[src/rtl/mem_arbiter.sv]
// Two-port req/ack arbiter that serialises CPU (port 0) and DMA (port 1) accesses to one data RAM.
// Define MEM_ARBITER_ROUND_ROBIN_EN for round-robin tie-breaking; otherwise port 0 has fixed priority.

module mem_arbiter #(
  parameter int unsigned ADDR_WIDTH = 32,
  parameter int unsigned DATA_WIDTH = 32,
  parameter int unsigned LATENCY    = 1
) (
  input  logic                  clock,
  input  logic                  reset,
  input  logic                  req0,
  input  logic                  we0,
  input  logic [ADDR_WIDTH-1:0] addr0,
  input  logic [DATA_WIDTH-1:0] wdata0,
  output logic                  ack0,
  output logic [DATA_WIDTH-1:0] rdata0,
  input  logic                  req1,
  input  logic                  we1,
  input  logic [ADDR_WIDTH-1:0] addr1,
  input  logic [DATA_WIDTH-1:0] wdata1,
  output logic                  ack1,
  output logic [DATA_WIDTH-1:0] rdata1,
  output logic                  mem_en,
  output logic                  mem_we,
  output logic [ADDR_WIDTH-1:0] mem_addr,
  output logic [DATA_WIDTH-1:0] mem_wdata,
  input  logic [DATA_WIDTH-1:0] mem_rdata,
  output logic                  busy,
  output logic                  grant_id
);

  typedef enum logic [1:0] {StIdle, StIssue, StWait, StResp} state_e;

  localparam logic [3:0] CntLoad = 4'(LATENCY - 1);

  state_e                state_q, state_d;
  logic [3:0]            cnt_q, cnt_d;
  logic                  we_q, we_d;
  logic [ADDR_WIDTH-1:0] addr_q, addr_d;
  logic [DATA_WIDTH-1:0] wdata_q, wdata_d;
  logic                  grant_q, grant_d;
  logic [DATA_WIDTH-1:0] rdata0_q, rdata0_d;
  logic [DATA_WIDTH-1:0] rdata1_q, rdata1_d;
  logic                  win;
  logic                  capture;

`ifdef MEM_ARBITER_ROUND_ROBIN_EN
  logic last_q, last_d;

  // On a tie the port that did not win last time goes first.
  always_comb begin
    if (req0 && req1) begin
      win = ~last_q;
    end else begin
      win = req1;
    end
  end
`else
  always_comb begin
    win = ~req0;
  end
`endif

  always_comb begin
    state_d = state_q;
    cnt_d   = cnt_q;
    we_d    = we_q;
    addr_d  = addr_q;
    wdata_d = wdata_q;
    grant_d = grant_q;
    capture = 1'b0;
`ifdef MEM_ARBITER_ROUND_ROBIN_EN
    last_d  = last_q;
`endif
    unique case (state_q)
      StIdle: begin
        if (req0 || req1) begin
          grant_d = win;
          we_d    = win ? we1 : we0;
          addr_d  = win ? addr1 : addr0;
          wdata_d = win ? wdata1 : wdata0;
`ifdef MEM_ARBITER_ROUND_ROBIN_EN
          last_d  = win;
`endif
          state_d = StIssue;
        end
      end
      StIssue: begin
        cnt_d = CntLoad;
        if (LATENCY > 1) begin
          state_d = StWait;
        end else begin
          state_d = StResp;
          capture = 1'b1;
        end
      end
      StWait: begin
        cnt_d = cnt_q - 4'd1;
        if (cnt_q <= 4'd1) begin
          state_d = StResp;
          capture = 1'b1;
        end
      end
      StResp: begin
        state_d = StIdle;
      end
      default: begin
        state_d = StIdle;
      end
    endcase
  end

  // Read data is sampled on the edge that enters RESP; writes leave rdata untouched.
  always_comb begin
    rdata0_d = rdata0_q;
    rdata1_d = rdata1_q;
    if (capture && !we_q) begin
      if (grant_q) begin
        rdata1_d = mem_rdata;
      end else begin
        rdata0_d = mem_rdata;
      end
    end
  end

  always_ff @(posedge clock or negedge reset) begin
    if (!reset) begin
      state_q  <= StIdle;
      cnt_q    <= 4'd0;
      we_q     <= 1'b0;
      addr_q   <= '0;
      wdata_q  <= '0;
      grant_q  <= 1'b0;
      rdata0_q <= '0;
      rdata1_q <= '0;
`ifdef MEM_ARBITER_ROUND_ROBIN_EN
      last_q   <= 1'b1;
`endif
    end else begin
      state_q  <= state_d;
      cnt_q    <= cnt_d;
      we_q     <= we_d;
      addr_q   <= addr_d;
      wdata_q  <= wdata_d;
      grant_q  <= grant_d;
      rdata0_q <= rdata0_d;
      rdata1_q <= rdata1_d;
`ifdef MEM_ARBITER_ROUND_ROBIN_EN
      last_q   <= last_d;
`endif
    end
  end

  assign mem_en    = (state_q == StIssue);
  assign mem_we    = mem_en & we_q;
  assign mem_addr  = addr_q;
  assign mem_wdata = wdata_q;
  assign ack0      = (state_q == StResp) & ~grant_q;
  assign ack1      = (state_q == StResp) & grant_q;
  assign rdata0    = rdata0_q;
  assign rdata1    = rdata1_q;
  assign busy      = (state_q != StIdle);
  assign grant_id  = grant_q;

endmodule

[config.mk]
export PLATFORM = sky130hd
export DESIGN_NAME = mem_arbiter
export DESIGN_NICKNAME = d
export VERILOG_FILES = /design/src/rtl/mem_arbiter.sv
export SDC_FILE = /design/constraint.sdc
export NUM_CORES = 1
export LEC_CHECK = 0
export CORE_UTILIZATION = 37
export DETAILED_ROUTE_END_ITERATION = 16
export GPL_ROUTABILITY_DRIVEN = 0
export PLACE_DENSITY_LB_ADDON = 0.05
export SYNTH_ARGS = -nofsm -noshare
export SYNTH_HDL_FRONTEND = slang
export SYNTH_SLANG_ARGS = --single-unit
[constraint.sdc]
create_clock -name clock -period 2.26 [get_ports clock]
set_clock_uncertainty 0.2 [all_clocks]
set_input_delay 0.226 -clock clock [delete_from_list [all_inputs] [get_ports clock]]
set_output_delay 0.226 -clock clock [all_outputs]
set_load 0.02 [all_outputs]
==> results.md, run 1 <==
- Status: complete, no violations
- Top-area cell type share of the netlist area: 0.565
- Cell row count: 46
- TritonCTS clock tree: built
- Least-Margin Pin Slew: 612 ps
- Final #Nets: 943
- Min-Delay Path Class: in2async
- Detail Route Antenna Nets: 0
- Asr flop ratio synth: 1.00
- Port Buffers: 299
- Fmax: 454 MHz
- Post-synthesis register bit count: 136
- VDD IR-drop max: 0.562 mV
- Area grow syn2layout: 64.6%
- Pre-CTS WS: -48.2 ps
- DRT Pass-1 Iters: 4
- Syn nets: 638
- Mean post-synth cell area: 12.9 µm²
- Critical path class: reg2reg
- First DRT Iteration DRCs: 164
- CTS root buf: clkbuf_16
- # setup viols final: 0
- Total CTS buffers: 17
- Largest net degree at the start of global routing: 133
- Die height: 130 µm
- Seq pwr share: 0.312
- Vias in the first global route: 4,571
- Dpl cell area: 9250 µm²
- Die ar.: 16,800 µm²
- Worst path slowest cell: dfrtp_1
- CTS max path bufs: 2
- CP bufs+invs: 2
- Synth warn: 0
- Boundary Pins: 300
- Gr ovfl total: 0
- EDFF count, synth: 0
- Tmin final: 2200 ps
- Die X: 130 µm
- Library cells used by synthesis: 28
- Remaining DRCs: 0
- Worst EP required: 2360 ps
- Seq/Total Area, Yosys: 0.565
- Sw Share: 0.366
- Clock share of power: 0.178
- Combinational cell fraction of total power: 0.511
- Final Cell Area: 9920 µm²
- Diode count: 0
- Max Cap Viol: 0
- H-tree lvl count: 4
- Global-route wire length before repair: 23,600 µm
- Final period utilization: 0.975
- Detailed placement HPWL: 11,800 µm
- CP top delay family: simple AND/OR/NAND/NOR gates
- Max-slew violations: 0
- Wire length per cell: 15.8 µm
- CP Cell Sequence: inv_2, ha_4, or2_4, a31oi_4, nand4bb_4, clkbuf_16, mux2_4
- Syn Inst Count: 466
- Headroom to the max-slew limit: 0.592
- Routed vias/inst: 4.59
- CP Launch Type: flop
- Fraction of layout cells with a size suffix above 1: 0.154
- Final hold violation count: 0
- Final worst slack: 57.3 ps
- Core area: 15,900 µm²
- Endpoint class of the critical path: flop
- Worst path max stage delay: 380 ps
- Pwr dens: 1420 nW/µm²
- Num Clock Sinks: 136
- CP max FO: 7
- Initial antenna violation count: 0
- Post-Syn Area: 6020 µm²
- Dominant cell type by area after synthesis: dfrtp_1
- Clk slew on worst S/H paths: 60 ps
- P_sw: 5140 µW
- DR vias: 4,592
- Total Wirelength: 15,800 µm
- Lkg Pwr: 0.00448 µW
- Worst skew pair latency: 410 ps
- Top post-synthesis cells by area: dfrtp_1, mux2i_1, mux2_4, o21ai_0, nand2_1
- Initial core utilization: 0.379
- Overall routing resource usage: 0.186
- Worst Path Arrival: 2300 ps
- Int Pwr: 8900 µW
- Main synth FF type: dfrtp_1
==> metrics by stage <==
step	utilization	total power [µW]	cells	hold WS [ps]	TNS (ps)
2_1_floorplan	-	8190	466	-270	0
3_3_place_gp	0.582	11400	962	52.3	-25.8
3_5_place_dp	0.582	11500	962	56.1	-502
4_1_cts	0.618	14100	995	160	0
5_1_grt	0.624	14900	1000	205	-4.63
6_report	0.624	14000	1000	161	0
==> logic make-up (layout without fill, tap and decap cells) <==
group / count (synthesis) / in the layout / share of synthesized area
compound gates: 73 / 73 / 0.0642
fa+ha+maj: 6 / 6 / 0.0125
buf+inv: 37 / 355 / 0.0395
flops: 136 / 136 / 0.565
mux: 133 / 133 / 0.259
simple gates: 81 / 81 / 0.0596
==> synthesized netlist by cell type, types with 2 or more instances <==
cell type / instances
and2_1: 2
clkbuf_1: 9
inv_1: 7
mux2_4: 40
ha_1: 6
o21ai_0: 69
dfrtp_1: 136
mux2_2: 23
buf_12: 3
mux2_1: 2
buf_2: 13
nand2_1: 70
mux2i_1: 68
buf_6: 4
==> routing by layer <==
metal,track usage,vias up,share of wire
li1,-,2226,-
met3,0.0801,20,0.092
met2,0.322,189,0.51
met4,0.0643,0,0.017
met5,0,-,0
met1,0.204,2157,0.38
==> sequential cells by signal (all words and copies together) (netlist names) <==
name,count
grant_id,1
rdata1,32
mem_addr,32
cnt_q,4
rdata0,32
state_q,2
mem_wdata,32
we_q,1
==> cell type report <==
cell class	count	area (µm²)
Timing Repair Buffer	316	3250
Clock buffer	19	443
Sequential cell	136	3400
Tap cell	216	270
Inverter	7	26.3
Multi-Input combinational cell	293	2430
Clock inverter	13	97.6
Fill cell	1270	5970
==> what timing repair did <==
| item | in CTS | in global routing |
|---|---|---|
| endpoints found under the setup margin | 23 | 48 |
| gates cloned | 0 | 3 |
| gates resized for setup | 5 | 8 |
| endpoints found under the hold margin | 59 | 0 |
| buffers inserted | 0 | 2 |
| hold buffers | 1 | 0 |
| pin swaps | 1 | 2 |
==> worst paths after layout <==
kind | from | end | slack (ps) | cells after the start
setup reg to reg | cnt_q[0] | rdata1[15] | 60 | 7
setup / recovery | cnt_q[0] | rdata1[15] | 60 | 7
hold / removal | reset | rdata1[25] | 160 | 2
max in group asynchronous | reset | rdata1[3] | 1050 | 3
hold reg to reg | mem_addr[6] | mem_addr[6] | 280 | 2
min in group clock | req0 | state_q[0] | 190 | 4
==> power groups by stage <==
stage	clock [µW]	combinational (µW)	sequential, µW
2_1_floorplan	0	2440	5740
3_3_place_gp	0	7010	4370
3_5_place_dp	0	7130	4400
4_1_cts	2580	7160	4390
5_1_grt	2690	7640	4540
6_report	2490	7170	4380
==> layout by cell type, fill, tap and decap left out, types with 2 or more instances in the layout <==
cell | synthesis | routed
clkdlybuf4s50_1 | 0 | 292
dlymetal6s2s_1 | 0 | 2
mux2_2 | 23 | 23
buf_6 | 4 | 2
mux2i_1 | 68 | 68
nand2_1 | 70 | 70
clkinv_2 | 0 | 3
clkbuf_16 | 0 | 19
inv_6 | 0 | 3
o21ai_0 | 69 | 69
and2_1 | 2 | 2
dlygate4sd2_1 | 0 | 3
dfrtp_1 | 136 | 136
mux2_1 | 2 | 2
clkinvlp_4 | 0 | 4
inv_1 | 7 | 6
buf_12 | 3 | 7
clkinv_4 | 0 | 3
ha_1 | 6 | 4
mux2_4 | 40 | 40
buf_4 | 1 | 7
==> worst reg2reg max path, stage by stage (launching register included) <==
cell and delay (ps):
dfrtp_1 380, inv_2 80, ha_4 170, or2_4 260
a31oi_4 200, nand4bb_4 310, clkbuf_16 210, mux2_4 300
Power figures use the tool's default switching activity.
==> run 2: changes to the inputs <==
Settings changed: PLACE_DENSITY set to 0.82, PLACE_DENSITY_LB_ADDON 0.05 to unset.
==> run 2 against run 1 <==
Non-clock buffer count decreased by 4. Utilization decreased by 0.29 points. Clock-buffer cell count fell by 2. Setup slack improved by 25 ps. Largest power group unchanged. Die area is the same. Routed wire length grew 3.2%. Largest cell class unchanged. Register-to-register slack better by 20 ps. Critical endpoint is now rdata1[24]. Critical path depth unchanged. Highest routed layer unchanged. Combinational power fell by 1%. Sequential share of layout area rose by 0.16 points.
==> results.md, run 2 (same netlist as run 1, synthesis figures left out) <==
- Status: complete, no violations (unchanged)
- Wire length per cell: 16.3 µm (was 15.8 µm)
- TritonCTS clock tree: built (unchanged)
- Largest net degree at the start of global routing: 75 (was 133)
- Lkg Pwr: 0.00444 µW (was 0.00448 µW)
- Worst EP required: 2350 ps (was 2360 ps)
- CP Launch Type: flop (unchanged)
- Area of the multi-input gates: 2420 µm² (was 2430 µm²)
- Total Wirelength: 16,300 µm (was 15,800 µm)
- Area grow syn2layout: 63.8% (was 64.6%)
- Max Cap Viol: 0 (unchanged)
- Overall routing resource usage: 0.196 (was 0.186)
- Commonest non-fill, non-tap cell in the layout: clkdlybuf4s50_1 (unchanged)
- CP Cell Sequence: inv_1, ha_2, or2_4, a31oi_4, nand4bb_4, buf_4, mux2_4 (was inv_2, ha_4, or2_4, a31oi_4, nand4bb_4, clkbuf_16, mux2_4)
- CTS root buf: clkbuf_16 (unchanged)
- CP max FO: 7 (unchanged)
- VDD IR-drop max: 0.613 mV (was 0.562 mV)
- CP top delay family: simple AND/OR/NAND/NOR gates (unchanged)
- Tmin final: 2180 ps (was 2200 ps)
- Final worst slack: 82.2 ps (was 57.3 ps)
- Clk slew on worst S/H paths: 60 ps (about the same)
- Detailed placement HPWL: 12,200 µm (was 11,800 µm)
- Final Util: 0.621 (was 0.624)
- CTS max path bufs: 2 (unchanged)
- DR vias: 4,624 (was 4,592)
- Total CTS buffers: 17 (unchanged)
- Final #Nets: 939 (was 943)
- DRT Pass-1 Iters: 6 (was 4)
- H-tree lvl count: 4 (unchanged)
- Final Cell Area: 9870 µm² (was 9920 µm²)
- Die height: 130 µm (unchanged)
- Finished Layout Cells: 996 (was 1,000)
- Critical path class: reg2reg (unchanged)
- Initial core utilization: 0.379 (unchanged)
- Core area: 15,900 µm² (unchanged)
- Port Buffers: 299 (unchanged)
- Num Clock Sinks: 136 (unchanged)
- First DRT Iteration DRCs: 151 (was 164)
- Initial antenna violation count: 0 (unchanged)
- Max-slew violations: 0 (unchanged)
- Worst path slowest cell: dfrtp_1 (unchanged)
- Boundary Pins: 300 (unchanged)
- Min-Delay Path Class: in2reg (was in2async)
- Detail Route Antenna Nets: 0 (unchanged)
- Clock share of power: 0.184 (was 0.178)
- Vias in the first global route: 4,625 (was 4,571)
- Remaining DRCs: 0 (unchanged)
- Routed vias/inst: 4.64 (was 4.59)
- Final hold violation count: 0 (unchanged)
- CP bufs+invs: 2 (unchanged)
- Final period utilization: 0.964 (was 0.975)
- Diode count: 0 (unchanged)
- Fraction of layout cells with a size suffix above 1: 0.150 (was 0.154)
- Worst path max stage delay: 370 ps (was 380 ps)
- Sw Share: 0.371 (was 0.366)
- Headroom to the max-slew limit: 0.626 (was 0.592)
- Pwr dens: 1430 nW/µm² (was 1420 nW/µm²)
- Dpl cells: 962 (unchanged)
- Die ar.: 16,800 µm² (unchanged)
- Seq pwr share: 0.312 (about the same)
- Gr ovfl total: 0 (unchanged)
- Sequential cell area: 3400 µm² (unchanged)
- Worst Path Arrival: 2270 ps (was 2300 ps)
- Fin Setup TNS: 0 ps (unchanged)
- Int Pwr: 8860 µW (was 8900 µW)
- Commonest non-fill, non-tap cells in the layout: clkdlybuf4s50_1, dfrtp_1, nand2_1, o21ai_0, mux2i_1 (unchanged)
- Dpl cell area: 9260 µm² (was 9250 µm²)
- Least-Margin Pin Slew: 561 ps (was 612 ps)
- Endpoint class of the critical path: flop (unchanged)
- Fillers: 1,274 (was 1,270)
- Cell row count: 46 (unchanged)
- Die X: 130 µm (unchanged)
- P_sw: 5240 µW (was 5140 µW)
- Global-route wire length before repair: 24,600 µm (was 23,600 µm)
- # setup viols final: 0 (unchanged)
- Worst skew pair latency: 410 ps (about the same)
- Combinational cell fraction of total power: 0.503 (was 0.511)
- Pre-CTS WS: -7.21 ps (was -48.2 ps)
- Fmax: 459 MHz (was 454 MHz)
run 2: changes by cell type in the layout (fill, tap and decap cells not counted), sizes merged:
cell,previous run,this run
inv,10,15
clkinv,6,2
buf,16,13
clkbuf,21,18
clkinvlp,4,5
dlygate4sd2,3,4
dlymetal6s2s,2,1
run 2: power groups by stage:
stage	combinational, µW	sequential, µW	clock [µW]
5_1_grt	7600	4550	2770
6_report	7090	4400	2600
4_1_cts	7120	4410	2660
3_5_place_dp	7120	4430	0
3_3_place_gp	6950	4370	0
2_1_floorplan	2440	5740	0
run 2: final timing paths:
check | startpoint | slack [ps] | cells past startpoint | endpoint
worst max register to register | cnt_q[0] | 80 | 7 | rdata1[24]
max in group asynchronous | reset | 1100 | 3 | rdata0[28]
worst max-delay path | cnt_q[0] | 80 | 7 | rdata1[24]
min in group asynchronous | reset | 150 | 2 | rdata0[24]
worst min-delay path | req0 | 130 | 3 | mem_addr[31]
worst min register to register | mem_addr[19] | 280 | 2 | mem_addr[19]
run 2: repair_timing:
| item | 4_1_cts | 5_1_grt |
|---|---|---|
| hold buffers | 1 | 0 |
| pin swaps | 0 | 1 |
| gates cloned | 0 | 1 |
| endpoints found under the setup margin | 4 | 51 |
| hold endpoints to repair | 55 | 0 |
| buffers inserted | 0 | 0 |
| gates resized for setup | 4 | 4 |
run 2: routing by layer:
metal  part of all wire  wire [µm]  global-route usage
met5                  0          0                   0
met4              0.014        221              0.0759
met3              0.094       1530              0.0731
met2               0.49       7980               0.323
met1               0.40       6530               0.231
run 2: cell type report:
class	instances	area share
Inverter	7	0.00266
Multi-Input combinational cell	293	0.245
Clock inverter	15	0.0136
Tap cell	216	0.0274
Sequential cell	136	0.345
Timing Repair Buffer	312	0.324
Clock buffer	17	0.0431
run 2: per-stage QoR:
stage               total power [µW]  hold WS (ps)
finish                         14100           132
detailed placement             11600          32.3
CTS                            14200           120
global placement               11300          29.8
global route                   14900           151
floorplan                       8190          -270
run 2: worst reg2reg max path, stage by stage (launching register included):
cell       delay, ps
dfrtp_1          370
inv_1             80
ha_2             190
or2_4            260
a31oi_4          220
nand4bb_4        220
buf_4            220
mux2_4           310
==> run 3: changes to the inputs <==
Settings changed: CORE_AREA set to 2 2 116 118, CORE_UTILIZATION 37 to unset, DIE_AREA set to 0 0 118 120, DONT_BUFFER_PORTS set to 1, PLACE_DENSITY 0.82 to 0.68.
==> run 3 against run 2 <==
The run now fails in clock tree synthesis (4_1_cts). Area after synthesis unchanged. Synthesized cell count unchanged.
==> results.md, run 3 <==
- Status: stopped before the end (was complete, no violations)
- Failed at: clock tree synthesis (4_1_cts)
- Error msg: [ERROR RSZ-0060] Max buffer count reached.
- Post-CTS setup buffers: 0 (unchanged)
- Syn Inst Count: 466 (unchanged)
- Post-CTS resize count: 3 (was 4)
- Asr flop ratio synth: 1.00 (unchanged)
- Synth warn: 0 (unchanged)
- Top-area cell type share of the netlist area: 0.565 (unchanged)
- Num Clock Sinks: 136 (unchanged)
- Most common cell in the netlist: dfrtp_1 (unchanged)
- Die X: 118 µm (was 130 µm)
- Post-Syn Area: 6020 µm² (unchanged)
- Library cells used by synthesis: 28 (unchanged)
- CTS root buf: clkbuf_16 (unchanged)
- EDFF count, synth: 0 (unchanged)
- Boundary Pins: 300 (unchanged)
- Main synth FF type: dfrtp_1 (unchanged)
- Initial core utilization: 0.464 (was 0.379)
- Detailed placement HPWL: 9640 µm (was 12,200 µm)
- Top cells by count, synth: dfrtp_1, nand2_1, o21ai_0 (unchanged)
- Total CTS buffers: 17 (unchanged)
- Dpl cells: 620 (was 962)
- Cell row count: 42 (was 46)
- H-tree lvl count: 4 (unchanged)
- Dominant cell type by area after synthesis: dfrtp_1 (unchanged)
- Port Buffers: 0 (was 299)
- Dpl cell area: 6160 µm² (was 9260 µm²)
- Syn nets: 638 (unchanged)
- Seq/Total Area, Yosys: 0.565 (unchanged)
- CTS Hold Bufs: 131 (was 1)
- CTS max path bufs: 2 (unchanged)
- Post-synthesis register bit count: 136 (unchanged)
- Die height: 120 µm (was 130 µm)
- Mean post-synth cell area: 12.9 µm² (unchanged)
- Top post-synthesis cells by area: dfrtp_1, mux2i_1, mux2_4, o21ai_0, nand2_1 (unchanged)
-- run 3: cell counts after synthesis --
No cell type changed its count.
-- run 3: per-stage QoR --
step                      hold WS, ps  setup TNS [ps]  setup WS (ps)
after detailed placement         -267           -27.5          -27.5
after global placement           -267               0           33.5
after floorplan                  -270               0            121
-- run 3: cell families after synthesis --
family	synth area share
muxes	0.259
buffers and inverters	0.0395
AOI/OAI and AO/OA	0.0642
DFF	0.565
and+or+nand+nor	0.0596
adders and majority gates	0.0125
==> run 4: changes to the inputs <==
Settings changed: CORE_AREA 2 2 116 118 to unset, CORE_UTILIZATION set to 40, DIE_AREA 0 0 118 120 to unset, PLACE_DENSITY 0.68 to unset, PLACE_DENSITY_LB_ADDON set to 0.15.
Clock period 2.26 ns to 2.94 ns, I/O delays scaled along.
==> run 4 against run 3 <==
The flow again stops in clock tree synthesis (4_1_cts). Area after synthesis unchanged. Synthesized cell count unchanged.
==> results.md, run 4 <==
- Status: stopped before the end (unchanged)
- Failed at: clock tree synthesis (4_1_cts) (unchanged)
- Error msg: [ERROR RSZ-0060] Max buffer count reached. (unchanged)
- Most common cell in the netlist: dfrtp_1 (unchanged)
- Mean post-synth cell area: 12.9 µm² (unchanged)
- Asr flop ratio synth: 1.00 (unchanged)
- Post-synthesis register bit count: 136 (unchanged)
- Cell row count: 44 (was 42)
- Post-CTS resize count: 0 (was 3)
- CTS max path bufs: 2 (unchanged)
- H-tree lvl count: 4 (unchanged)
- Die X: 125 µm (was 118 µm)
- CTS root buf: clkbuf_16 (unchanged)
- Detailed placement HPWL: 8870 µm (was 9640 µm)
- Dominant cell type by area after synthesis: dfrtp_1 (unchanged)
- CTS Hold Bufs: 133 (was 131)
- Synth warn: 0 (unchanged)
- Top-area cell type share of the netlist area: 0.565 (unchanged)
- Pre-CTS WS: 630 ps (was -27.5 ps)
- Boundary Pins: 300 (unchanged)
- Port Buffers: 0 (unchanged)
- Syn nets: 638 (unchanged)
- Main synth FF type: dfrtp_1 (unchanged)
- Library cells used by synthesis: 28 (unchanged)
- Post-Syn Area: 6020 µm² (unchanged)
- Die height: 125 µm (was 120 µm)
- Syn Inst Count: 466 (unchanged)
- Initial core utilization: 0.413 (was 0.464)
- Top cells by count, synth: dfrtp_1, nand2_1, o21ai_0 (unchanged)
- EDFF count, synth: 0 (unchanged)
- Post-CTS setup buffers: 0 (unchanged)
- Num Clock Sinks: 136 (unchanged)
- Total CTS buffers: 17 (unchanged)
- Top post-synthesis cells by area: dfrtp_1, mux2i_1, mux2_4, o21ai_0, nand2_1 (unchanged)
- Seq/Total Area, Yosys: 0.565 (unchanged)
run 4: stage by stage:
step                      instance area, µm²  std cells  hold WS (ps)
after detailed placement                6130        624          -199
after global placement                  6130        624          -199
after floorplan                         6020        466          -202
run 4: kinds of logic after synthesis:
group	synth area share
buffers and inverters	0.0395
adders and majority gates	0.0125
DFF	0.565
and+or+nand+nor	0.0596
muxes	0.259
AOI/OAI and AO/OA	0.0642
